$ cat src/rtl/memlcd_pkg.sv
// Shared state encoding, default parameters and width helper for the memory-LCD scan driver.
package memlcd_pkg;

   typedef enum logic [2:0] {
      S_IDLE,
      S_START,
      S_LINE_HEAD,
      S_SHIFT,
      S_GEN,
      S_END
   } state_t;

   localparam int unsigned DEF_RGB_WIDTH = 6;
   localparam int unsigned DEF_H_WORDS   = 128;
   localparam int unsigned DEF_LINES     = 240;
   localparam int unsigned DEF_CLK_DIV   = 16;
   localparam int unsigned DEF_GEN_TICKS = 4;
   localparam int unsigned DEF_VCOM_DIV  = 833334;

   // Bounds of 1 still need a 1-bit counter to stay legal.
   function automatic int unsigned cnt_width(input int unsigned bound);
      return (bound > 1) ? $clog2(bound) : 1;
   endfunction

endpackage

$ cat src/rtl/memlcd_tick_gen.sv
// Timing-tick enable: counts 0..CLK_DIV-1 and flags the terminal count as a tick.
module memlcd_tick_gen
   import memlcd_pkg::*;
#(
   parameter int unsigned CLK_DIV = DEF_CLK_DIV
) (
   input  logic i_clk,
   input  logic i_reset,
   input  logic i_clear,
   input  logic i_hold,
   output logic o_tick
);

   localparam int unsigned CW = cnt_width(CLK_DIV);
   localparam logic [CW-1:0] CNT_LAST = CW'(CLK_DIV - 1);

   logic [CW-1:0] r_cnt;

   always_ff @(posedge i_clk) begin
      if (i_reset) begin
         r_cnt <= '0;
      end else if (i_clear) begin
         r_cnt <= '0;
      end else if (!i_hold) begin
         r_cnt <= (r_cnt == CNT_LAST) ? '0 : r_cnt + 1'b1;
      end
   end

   assign o_tick = (r_cnt == CNT_LAST);

endmodule

$ cat src/rtl/memlcd_scan_driver.sv
// Memory-LCD frame scan engine: tick-timed gate/source sequencing fed by a valid/ready pixel stream.
module memlcd_scan_driver
   import memlcd_pkg::*;
#(
   parameter int unsigned RGB_WIDTH = DEF_RGB_WIDTH,
   parameter int unsigned H_WORDS   = DEF_H_WORDS,
   parameter int unsigned LINES     = DEF_LINES,
   parameter int unsigned CLK_DIV   = DEF_CLK_DIV,
   parameter int unsigned GEN_TICKS = DEF_GEN_TICKS,
   parameter int unsigned VCOM_DIV  = DEF_VCOM_DIV
) (
   input  logic                 i_clk,
   input  logic                 i_reset,
   input  logic                 i_frame_start,
   input  logic [RGB_WIDTH-1:0] i_pix_data,
   input  logic                 i_pix_valid,
   output logic                 o_pix_ready,
   output logic                 o_busy,
   output logic                 o_frame_done,
   output logic                 o_underrun,
   output logic                 o_intb,
   output logic                 o_gsp,
   output logic                 o_gck,
   output logic                 o_gen,
   output logic                 o_bsp,
   output logic                 o_bck,
   output logic [RGB_WIDTH-1:0] o_rgb,
   output logic                 o_vcom,
   output logic                 o_va,
   output logic                 o_vb
);

   localparam int unsigned WW = cnt_width(H_WORDS);
   localparam int unsigned LW = cnt_width(LINES);
   localparam int unsigned GW = cnt_width(GEN_TICKS);
   localparam int unsigned VW = cnt_width(VCOM_DIV);
   localparam logic [WW-1:0] WORD_LAST = WW'(H_WORDS - 1);
   localparam logic [WW-1:0] WORD_ONE  = WW'(1);
   localparam logic [LW-1:0] LINE_LAST = LW'(LINES - 1);
   localparam logic [GW-1:0] GEN_LAST  = GW'(GEN_TICKS - 1);
   localparam logic [VW-1:0] VCOM_LAST = VW'(VCOM_DIV - 1);

   state_t r_state, w_state_nxt;
   logic [LW-1:0] r_line, w_line_nxt;
   logic [WW-1:0] r_word, w_word_nxt;
   logic [GW-1:0] r_gcnt, w_gcnt_nxt;
   logic r_busy, w_busy_nxt, r_done, w_done_nxt, r_underrun, w_underrun_nxt;
   logic r_intb, w_intb_nxt, r_gsp, w_gsp_nxt, r_gck, w_gck_nxt;
   logic r_gen, w_gen_nxt, r_bsp, w_bsp_nxt, r_bck, w_bck_nxt;
   logic [RGB_WIDTH-1:0] r_rgb, w_rgb_nxt;
   logic [VW-1:0] r_vcnt;
   logic r_vcom, r_va;
   logic w_tick, w_clear, w_hold, w_ready;

   memlcd_tick_gen #(.CLK_DIV(CLK_DIV)) u_tick (
      .i_clk   (i_clk),
      .i_reset (i_reset),
      .i_clear (w_clear),
      .i_hold  (w_hold),
      .o_tick  (w_tick)
   );

   assign w_ready = (r_state == S_SHIFT) && w_tick;

   always_comb begin
      w_state_nxt    = r_state;
      w_line_nxt     = r_line;
      w_word_nxt     = r_word;
      w_gcnt_nxt     = r_gcnt;
      w_busy_nxt     = r_busy;
      w_done_nxt     = 1'b0;
      w_underrun_nxt = r_underrun;
      w_intb_nxt     = r_intb;
      w_gsp_nxt      = r_gsp;
      w_gck_nxt      = r_gck;
      w_gen_nxt      = r_gen;
      w_bsp_nxt      = r_bsp;
      w_bck_nxt      = r_bck;
      w_rgb_nxt      = r_rgb;
      w_clear        = 1'b0;
      w_hold         = ~r_busy;
      case (r_state)
         S_IDLE: if (i_frame_start) begin
            w_busy_nxt     = 1'b1;
            w_intb_nxt     = 1'b1;
            w_gsp_nxt      = 1'b1;
            w_underrun_nxt = 1'b0;
            w_clear        = 1'b1;
            w_line_nxt     = '0;
            w_word_nxt     = '0;
            w_gcnt_nxt     = '0;
            w_state_nxt    = S_START;
         end
         S_START: if (w_tick) begin
            w_gck_nxt   = ~r_gck;
            w_bsp_nxt   = 1'b1;
            w_state_nxt = S_LINE_HEAD;
         end
         S_LINE_HEAD: if (w_tick) begin
            if (r_line == '0) w_gsp_nxt = 1'b0;
            w_state_nxt = S_SHIFT;
         end
         // Missing data at the terminal count freezes the tick counter, stretching the scan.
         S_SHIFT: if (w_tick) begin
            if (i_pix_valid) begin
               w_rgb_nxt = i_pix_data;
               w_bck_nxt = ~r_bck;
               if (r_word == WORD_ONE) w_bsp_nxt = 1'b0;
               if (r_word == WORD_LAST) begin
                  w_word_nxt  = '0;
                  w_gen_nxt   = 1'b1;
                  w_state_nxt = S_GEN;
               end else begin
                  w_word_nxt = r_word + 1'b1;
               end
            end else begin
               w_hold         = 1'b1;
               w_underrun_nxt = 1'b1;
            end
         end
         S_GEN: if (w_tick) begin
            if (r_gcnt == GEN_LAST) begin
               w_gcnt_nxt = '0;
               w_gen_nxt  = 1'b0;
               w_gck_nxt  = ~r_gck;
               if (r_line == LINE_LAST) begin
                  w_state_nxt = S_END;
               end else begin
                  w_line_nxt  = r_line + 1'b1;
                  w_bsp_nxt   = 1'b1;
                  w_state_nxt = S_LINE_HEAD;
               end
            end else begin
               w_gcnt_nxt = r_gcnt + 1'b1;
            end
         end
         S_END: if (w_tick) begin
            w_intb_nxt  = 1'b0;
            w_gck_nxt   = 1'b0;
            w_rgb_nxt   = '0;
            w_busy_nxt  = 1'b0;
            w_done_nxt  = 1'b1;
            w_state_nxt = S_IDLE;
         end
         default: w_state_nxt = S_IDLE;
      endcase
   end

   always_ff @(posedge i_clk) begin
      if (i_reset) begin
         r_state    <= S_IDLE;
         r_line     <= '0;
         r_word     <= '0;
         r_gcnt     <= '0;
         r_busy     <= 1'b0;
         r_done     <= 1'b0;
         r_underrun <= 1'b0;
         r_intb     <= 1'b0;
         r_gsp      <= 1'b0;
         r_gck      <= 1'b0;
         r_gen      <= 1'b0;
         r_bsp      <= 1'b0;
         r_bck      <= 1'b0;
         r_rgb      <= '0;
      end else begin
         r_state    <= w_state_nxt;
         r_line     <= w_line_nxt;
         r_word     <= w_word_nxt;
         r_gcnt     <= w_gcnt_nxt;
         r_busy     <= w_busy_nxt;
         r_done     <= w_done_nxt;
         r_underrun <= w_underrun_nxt;
         r_intb     <= w_intb_nxt;
         r_gsp      <= w_gsp_nxt;
         r_gck      <= w_gck_nxt;
         r_gen      <= w_gen_nxt;
         r_bsp      <= w_bsp_nxt;
         r_bck      <= w_bck_nxt;
         r_rgb      <= w_rgb_nxt;
      end
   end

   // VCOM runs from reset regardless of scan activity; VA is kept as its own register.
   always_ff @(posedge i_clk) begin
      if (i_reset) begin
         r_vcnt <= '0;
         r_vcom <= 1'b0;
         r_va   <= 1'b1;
      end else if (r_vcnt == VCOM_LAST) begin
         r_vcnt <= '0;
         r_vcom <= ~r_vcom;
         r_va   <= r_vcom;
      end else begin
         r_vcnt <= r_vcnt + 1'b1;
      end
   end

   assign o_pix_ready  = w_ready;
   assign o_busy       = r_busy;
   assign o_frame_done = r_done;
   assign o_underrun   = r_underrun;
   assign o_intb       = r_intb;
   assign o_gsp        = r_gsp;
   assign o_gck        = r_gck;
   assign o_gen        = r_gen;
   assign o_bsp        = r_bsp;
   assign o_bck        = r_bck;
   assign o_rgb        = r_rgb;
   assign o_vcom       = r_vcom;
   assign o_va         = r_va;
   assign o_vb         = r_vcom;

endmodule

$ cat config.mk
export PLATFORM = sky130hd
export DESIGN_NAME = memlcd_scan_driver
export DESIGN_NICKNAME = d
export VERILOG_FILES = /design/src/rtl/memlcd_pkg.sv /design/src/rtl/memlcd_tick_gen.sv /design/src/rtl/memlcd_scan_driver.sv
export SDC_FILE = /design/constraint.sdc
export NUM_CORES = 1
export LEC_CHECK = 0
export CAP_MARGIN = 30
export CELL_PAD_IN_SITES_DETAIL_PLACEMENT = 0
export CELL_PAD_IN_SITES_GLOBAL_PLACEMENT = 1
export CORE_AREA = 2 2 84 86
export DETAILED_ROUTE_END_ITERATION = 8
export DIE_AREA = 0 0 86 88
export PLACE_DENSITY = 0.85
export RECOVER_POWER = 25
export SLEW_MARGIN = 40
export SYNTH_ARGS = -nofsm -noshare
export SYNTH_HDL_FRONTEND = slang
export SYNTH_SLANG_ARGS = --single-unit
$ cat constraint.sdc
create_clock -name i_clk -period 4.15 [get_ports i_clk]
set_input_delay 0.415 -clock i_clk [delete_from_list [all_inputs] [get_ports i_clk]]
set_output_delay 0.415 -clock i_clk [all_outputs]
set_load 0.01 [all_outputs]
# After elaboration in Yosys (flattened, before gate mapping)
# Index checks and enable logic that the tools add are counted.
dict set report op_classes {
  n_addsub 5
  eq_ne 24
  mux 64
  bitwise_logic 5
  reduce_logical 26
}
# op n
set op_table {}
lappend op_table {{two-way mux 8 bit} 4}
lappend op_table {{two-way mux 3 bit} 10}
lappend op_table {{two-way mux 1 bit} 28}
lappend op_table {{two-way mux 7 bit} 4}
lappend op_table {{!= test 2 bit (second input constant)} 11}
lappend op_table {{adder 20 x 1 -> 20 bit (second input constant)} 1}
lappend op_table {{== test 20 bit (second input constant)} 1}
lappend op_table {{two-way mux 6 bit} 3}
lappend op_table {{one-hot mux 3 bit (6 select lines)} 1}
lappend op_table {{one-hot mux 8 bit (2 select lines)} 1}
lappend op_table {{AND reduction 4 bit} 4}
lappend op_table {{one-hot mux 7 bit (2 select lines)} 1}
lappend op_table {{one-hot mux 6 bit (2 select lines)} 1}
lappend op_table {{nonzero test 2 bit} 6}
lappend op_table {{AND reduction 5 bit} 2}
lappend op_table {{AND reduction 3 bit} 3}
lappend op_table {{AND reduction 9 bit} 1}
lappend op_table {{adder 8 x 1 -> 8 bit (second input constant)} 1}
lappend op_table {{== test 8 bit (second input constant)} 1}
lappend op_table {{logical NOT 8 bit} 1}
lappend op_table {{one-hot mux 1 bit (2 select lines)} 4}
lappend op_table {{AND reduction 8 bit} 1}
lappend op_table {{adder 7 x 1 -> 7 bit (second input constant)} 1}
lappend op_table {{== test 7 x 1 -> 1 bit (second input constant)} 1}
lappend op_table {{other kinds (19)} 32}
dict set report word_totals {
  ff_bits 60
  inputBits 10
  output_inout_bits 19
}

# Depth between registers and ports, before layout
dict set report logic_depth {
  depth_word 5
  ltp_mapped 8
  ltp_nobuf 7
}

# By module
# From an unflattened synthesis, not the netlist that was laid out.
dict set report hier_totals {
  cells_unflattened 352
  hier_area_um2 3007.9
}
# module instances cells_per_inst area_each_um2 seq_area_each_um2
set modules_own_cells {}
lappend modules_own_cells {memlcd_scan_driver 1 335 2827.7 1121.1}
lappend modules_own_cells {memlcd_tick_gen 1 17 180.2 80.1}

# Worst setup path after synthesis
# Ideal clock, no wire load.
dict set report synth_path {
  kind {register -> register}
  startpoint {reg r_vcnt[0]}
  endpoint {reg r_va (netlist: o_va)}
  arrival_time_ns 1.829
  t_required_ns 4.030
  setup_slack_ns 2.201
  stages_incl_launch_ff 6
  synth_period_minus_slack_ns 1.949
  path_cell_list {dfxtp_1 -> ha_1 -> nand4b_1 -> or4_1 -> or4_4 -> a211o_1}
}
dict set report synth_between {
  elab_chain_len 1
}
# item line
set synth_rtl {}
lappend synth_rtl {{start: declaration} memlcd_scan_driver.sv:51} ;# logic [VW-1:0] r_vcnt;
lappend synth_rtl {{start signal: assignment} memlcd_scan_driver.sv:194} ;# r_vcnt <= r_vcnt + 1'b1;
lappend synth_rtl {{== test 20 bit} memlcd_scan_driver.sv:189} ;# end else if (r_vcnt == VCOM_LAST) begin
lappend synth_rtl {{end signal: assignment} memlcd_scan_driver.sv:192} ;# r_va <= r_vcom;
lappend synth_rtl {{end: declaration} memlcd_scan_driver.sv:52} ;# logic r_vcom, r_va;
# No other way between the ends.
# A chain may end at the register's enable or synchronous reset.

# Worst setup path in the final report
dict set report layout_path {
  startpoint {reg u_tick.r_cnt[0]}
  endpoint {out o_pix_ready}
}
dict set report layout_between {
  elab_chain_len 2
}
# item line
set layout_rtl {}
lappend layout_rtl {{start: declaration} memlcd_tick_gen.sv:17} ;# logic [CW-1:0] r_cnt;
lappend layout_rtl {{start signal: assignment} memlcd_tick_gen.sv:25} ;# r_cnt <= (r_cnt == CNT_LAST) ? '0 : r_cnt + 1'b1;
lappend layout_rtl {{== test 4 bit} memlcd_tick_gen.sv:29} ;# assign o_tick = (r_cnt == CNT_LAST);
lappend layout_rtl {{logical AND 1 bit} memlcd_scan_driver.sv:63} ;# assign w_ready = (r_state == S_SHIFT) && w_tick;
lappend layout_rtl {{end: declaration} memlcd_scan_driver.sv:17} ;# output logic o_pix_ready,
# No other way between the ends.

==> results.tsv <==
metric	value	unit
synth_sequential_area_ratio	40.10	%
vdd_drop_max	0.2130	mV
critPathBufInv	1	
period_share	64.53	%
cts.sinks	60	
dr_total_vias	2536	
htree_levels	3	
antenna_left	0	
critPathMaxFanout	16	
gr-total-overflow	0	
n_antenna_cell	0	
timing.rr.start	u_tick.r_cnt[0]	
row_count	30	
layout.nets	397	
synth-edff-count	0	
worst_slack	1.472	ns
finish.utilization	52.66	%
wl	6185	um
synth-async-reset-ratio	0	%
finalInstanceArea	3498	sq um
place_congestion	0.8716	
netlist_area	2995	sq um
rsz0062_at_grt	false	
cp-startpoint	u_tick.r_cnt[0]	
reg2reg_slack	1.71	ns
grt_use_total	17.53	%
setup_viol	0	
clockBufferDepth	2	
cts_hold_buf	0	
ys_types	53	
n_fill_cell	607	
grt_pass1_vias	2364	
dpl-instance-area	3278	sq um
grt_pass1_wl	10530	um
cp_top_family	simple AND/OR/NAND/NOR gates	
viasPerCell	5.466	
end_kind	output port	
rr_worst_depth	6	
synth_ff_type	dfxtp_1	
drive_above_1_share	7.813	%
min_period	2.678	ns
dieArea	7568	sq um
critPathKind	reg2out	
initial_utilization	45.08	%
power_leakage	1.284	nW
synthCells	356	
arrival	2.26	ns
dp_hpwl	4249	um
ys_warn_count	0	
finalSetupTns	0	ns
drc	0	
clk_pin_slew	0.07	ns
ios	29	
skew	0.006827	ns
core_region_area	6644	sq um
powerDensity	459.8	nW/um^2
die_w	86	um
endpoint	o_pix_ready	
syn_nets	374	
drtPass1Iterations	4	
drt_first_iter_violations	167	
max_stage_delay	0.56	ns
grt_start_max_net_pins	21	
reg2reg_to	r_line[2]	
hold_start	o_rgb[2]	
finalHoldViolations	0	
clk_latency	0.34	ns
cts_tree	done	
dp_slack	1.769	ns
ys_seq_elements	60	
slew_viol_final	0	
wl_per_cell	13.33	um
status	finished clean	
io_buffers	28	
post_cts_resized	0	
max_clock_freq	373.4	MHz
fp.dieH	88	um
antenna_found_initial	0	
startpoint_type	flop	
max_slew_margin	59.90	%
cap_violations	0	
cp_data_required_time	3.73	ns
path_cells	ha_1, nand3_1, nor2_1, clkdlybuf4s50_1	
worst-path-stages	4	
worst_pin_slew	0.6007	ns
cts-root-buf	clkbuf_8	
cpMaxStageDelayCell	clkdlybuf4s50_1	
cts_buffers	9	
syn2layout_area_growth	16.79	%
hp-class	reg2reg	
syn_area_per_cell	8.414	sq um
cts_setup_buffers	0	
[kinds of logic after synthesis]
kind of cell	share of synthesized area, %
buf+inv	5.138
mux	0.3759
xor+xnor	7.310
simple gates	28.82
fa+ha+maj	3.342
flops	40.10
compound gates	14.91
[state kept, by name, indices dropped and copies added, names as in the netlist, 2 cells and up]
register / flops
u_tick.r_cnt: 4
r_state: 3
r_word: 7
r_vcnt: 20
r_line: 8
o_rgb: 6
r_gcnt: 2
[synth_stat cells (3+ instances only)]
library cell | instances | area [sq um]
dfxtp_1 | 60 | 1201
nor2_1 | 55 | 206.5
nand3_1 | 25 | 125.1
nand2_1 | 23 | 86.33
a21oi_1 | 20 | 100.1
xor2_1 | 16 | 140.1
nand2b_1 | 13 | 81.33
inv_1 | 11 | 41.29
o21ai_0 | 11 | 55.05
nand4_1 | 9 | 56.30
xnor2_1 | 9 | 78.83
clkbuf_1 | 8 | 30.03
ha_1 | 8 | 100.1
nor3_1 | 8 | 40.04
or2_2 | 6 | 37.54
a31oi_1 | 5 | 31.28
and3_1 | 5 | 31.28
a311oi_1 | 4 | 35.03
a41oi_1 | 4 | 35.03
nor4_1 | 4 | 25.02
a211o_1 | 3 | 26.28
buf_4 | 3 | 22.52
buf_6 | 3 | 33.78
nand4b_1 | 3 | 26.28
o21a_1 | 3 | 22.52
or3_1 | 3 | 18.77
[tightest hold or removal path: stages, from the launching register on]
cell and delay (ns):
dfxtp_1 0.31, nand2b_1 0.06, a21oi_1 0.05
[where the power goes]
part	switching (W)	internal, W
logic	0.000187	0.000155
registers	0.0000803	0.000612
clock network	0.000224	0.000351
[layer usage]
metal / vias up / routed length (um) / part of all wire, % / track usage [%]
met2: 55 / 2813 / 45 / 28.19
met1: 1163 / 2945 / 48 / 22.18
met3: 10 / 313 / 5.1 / 4.807
met5: - / 0 / 0 / 0
met4: 0 / 114 / 1.8 / 7.504
li1: 1308 / - / - / -
[stage by stage]
step / instances / hold WS, ns / power (W)
2_1_floorplan: 356 / 0.4442 / 0.0009551
3_3_place_gp: 448 / 0.4519 / 0.001046
3_5_place_dp: 448 / 0.4520 / 0.001042
4_1_cts: 464 / 0.4683 / 0.001623
5_1_grt: 464 / 0.4881 / 0.001694
6_report: 464 / 0.4628 / 0.001609
[how the worst min path moves through the flow]
stage	to	slack, ns	depth (start not counted)
floorplan	r_vcnt[0]	0.44	1
global placement	o_underrun	0.45	2
detailed placement	o_va	0.45	1
CTS	o_rgb[2]	0.47	2
global route	o_rgb[2]	0.49	2
finish	o_rgb[2]	0.46	2
[final cells by class]
type | instances | area, sq um | area share (%)
multi-input cells | 267 | 1644 | 47.00
flip-flops and latches | 60 | 1201 | 34.33
repair buffers | 30 | 295.3 | 8.441
clock buffers | 11 | 141.4 | 4.041
well taps | 80 | 100.1 | 2.861
clock inverters | 5 | 75.07 | 2.146
inverters | 11 | 41.29 | 1.180
[placed cells by master (no fill, tap or decap), types with 8 or more instances in the layout]
master and instances:
clkdlybuf4s50_1 12, nand2_1 23, xnor2_1 9, o21ai_0 11
nor2_1 55, nand2b_1 13, nand3_1 25, nor3_1 8
dlygate4sd3_1 16, dfxtp_1 60, a21oi_1 19, ha_1 8
clkbuf_8 10, xor2_1 16, inv_1 11, nand4_1 9
Note: power is estimated with default switching activity, not from simulation.
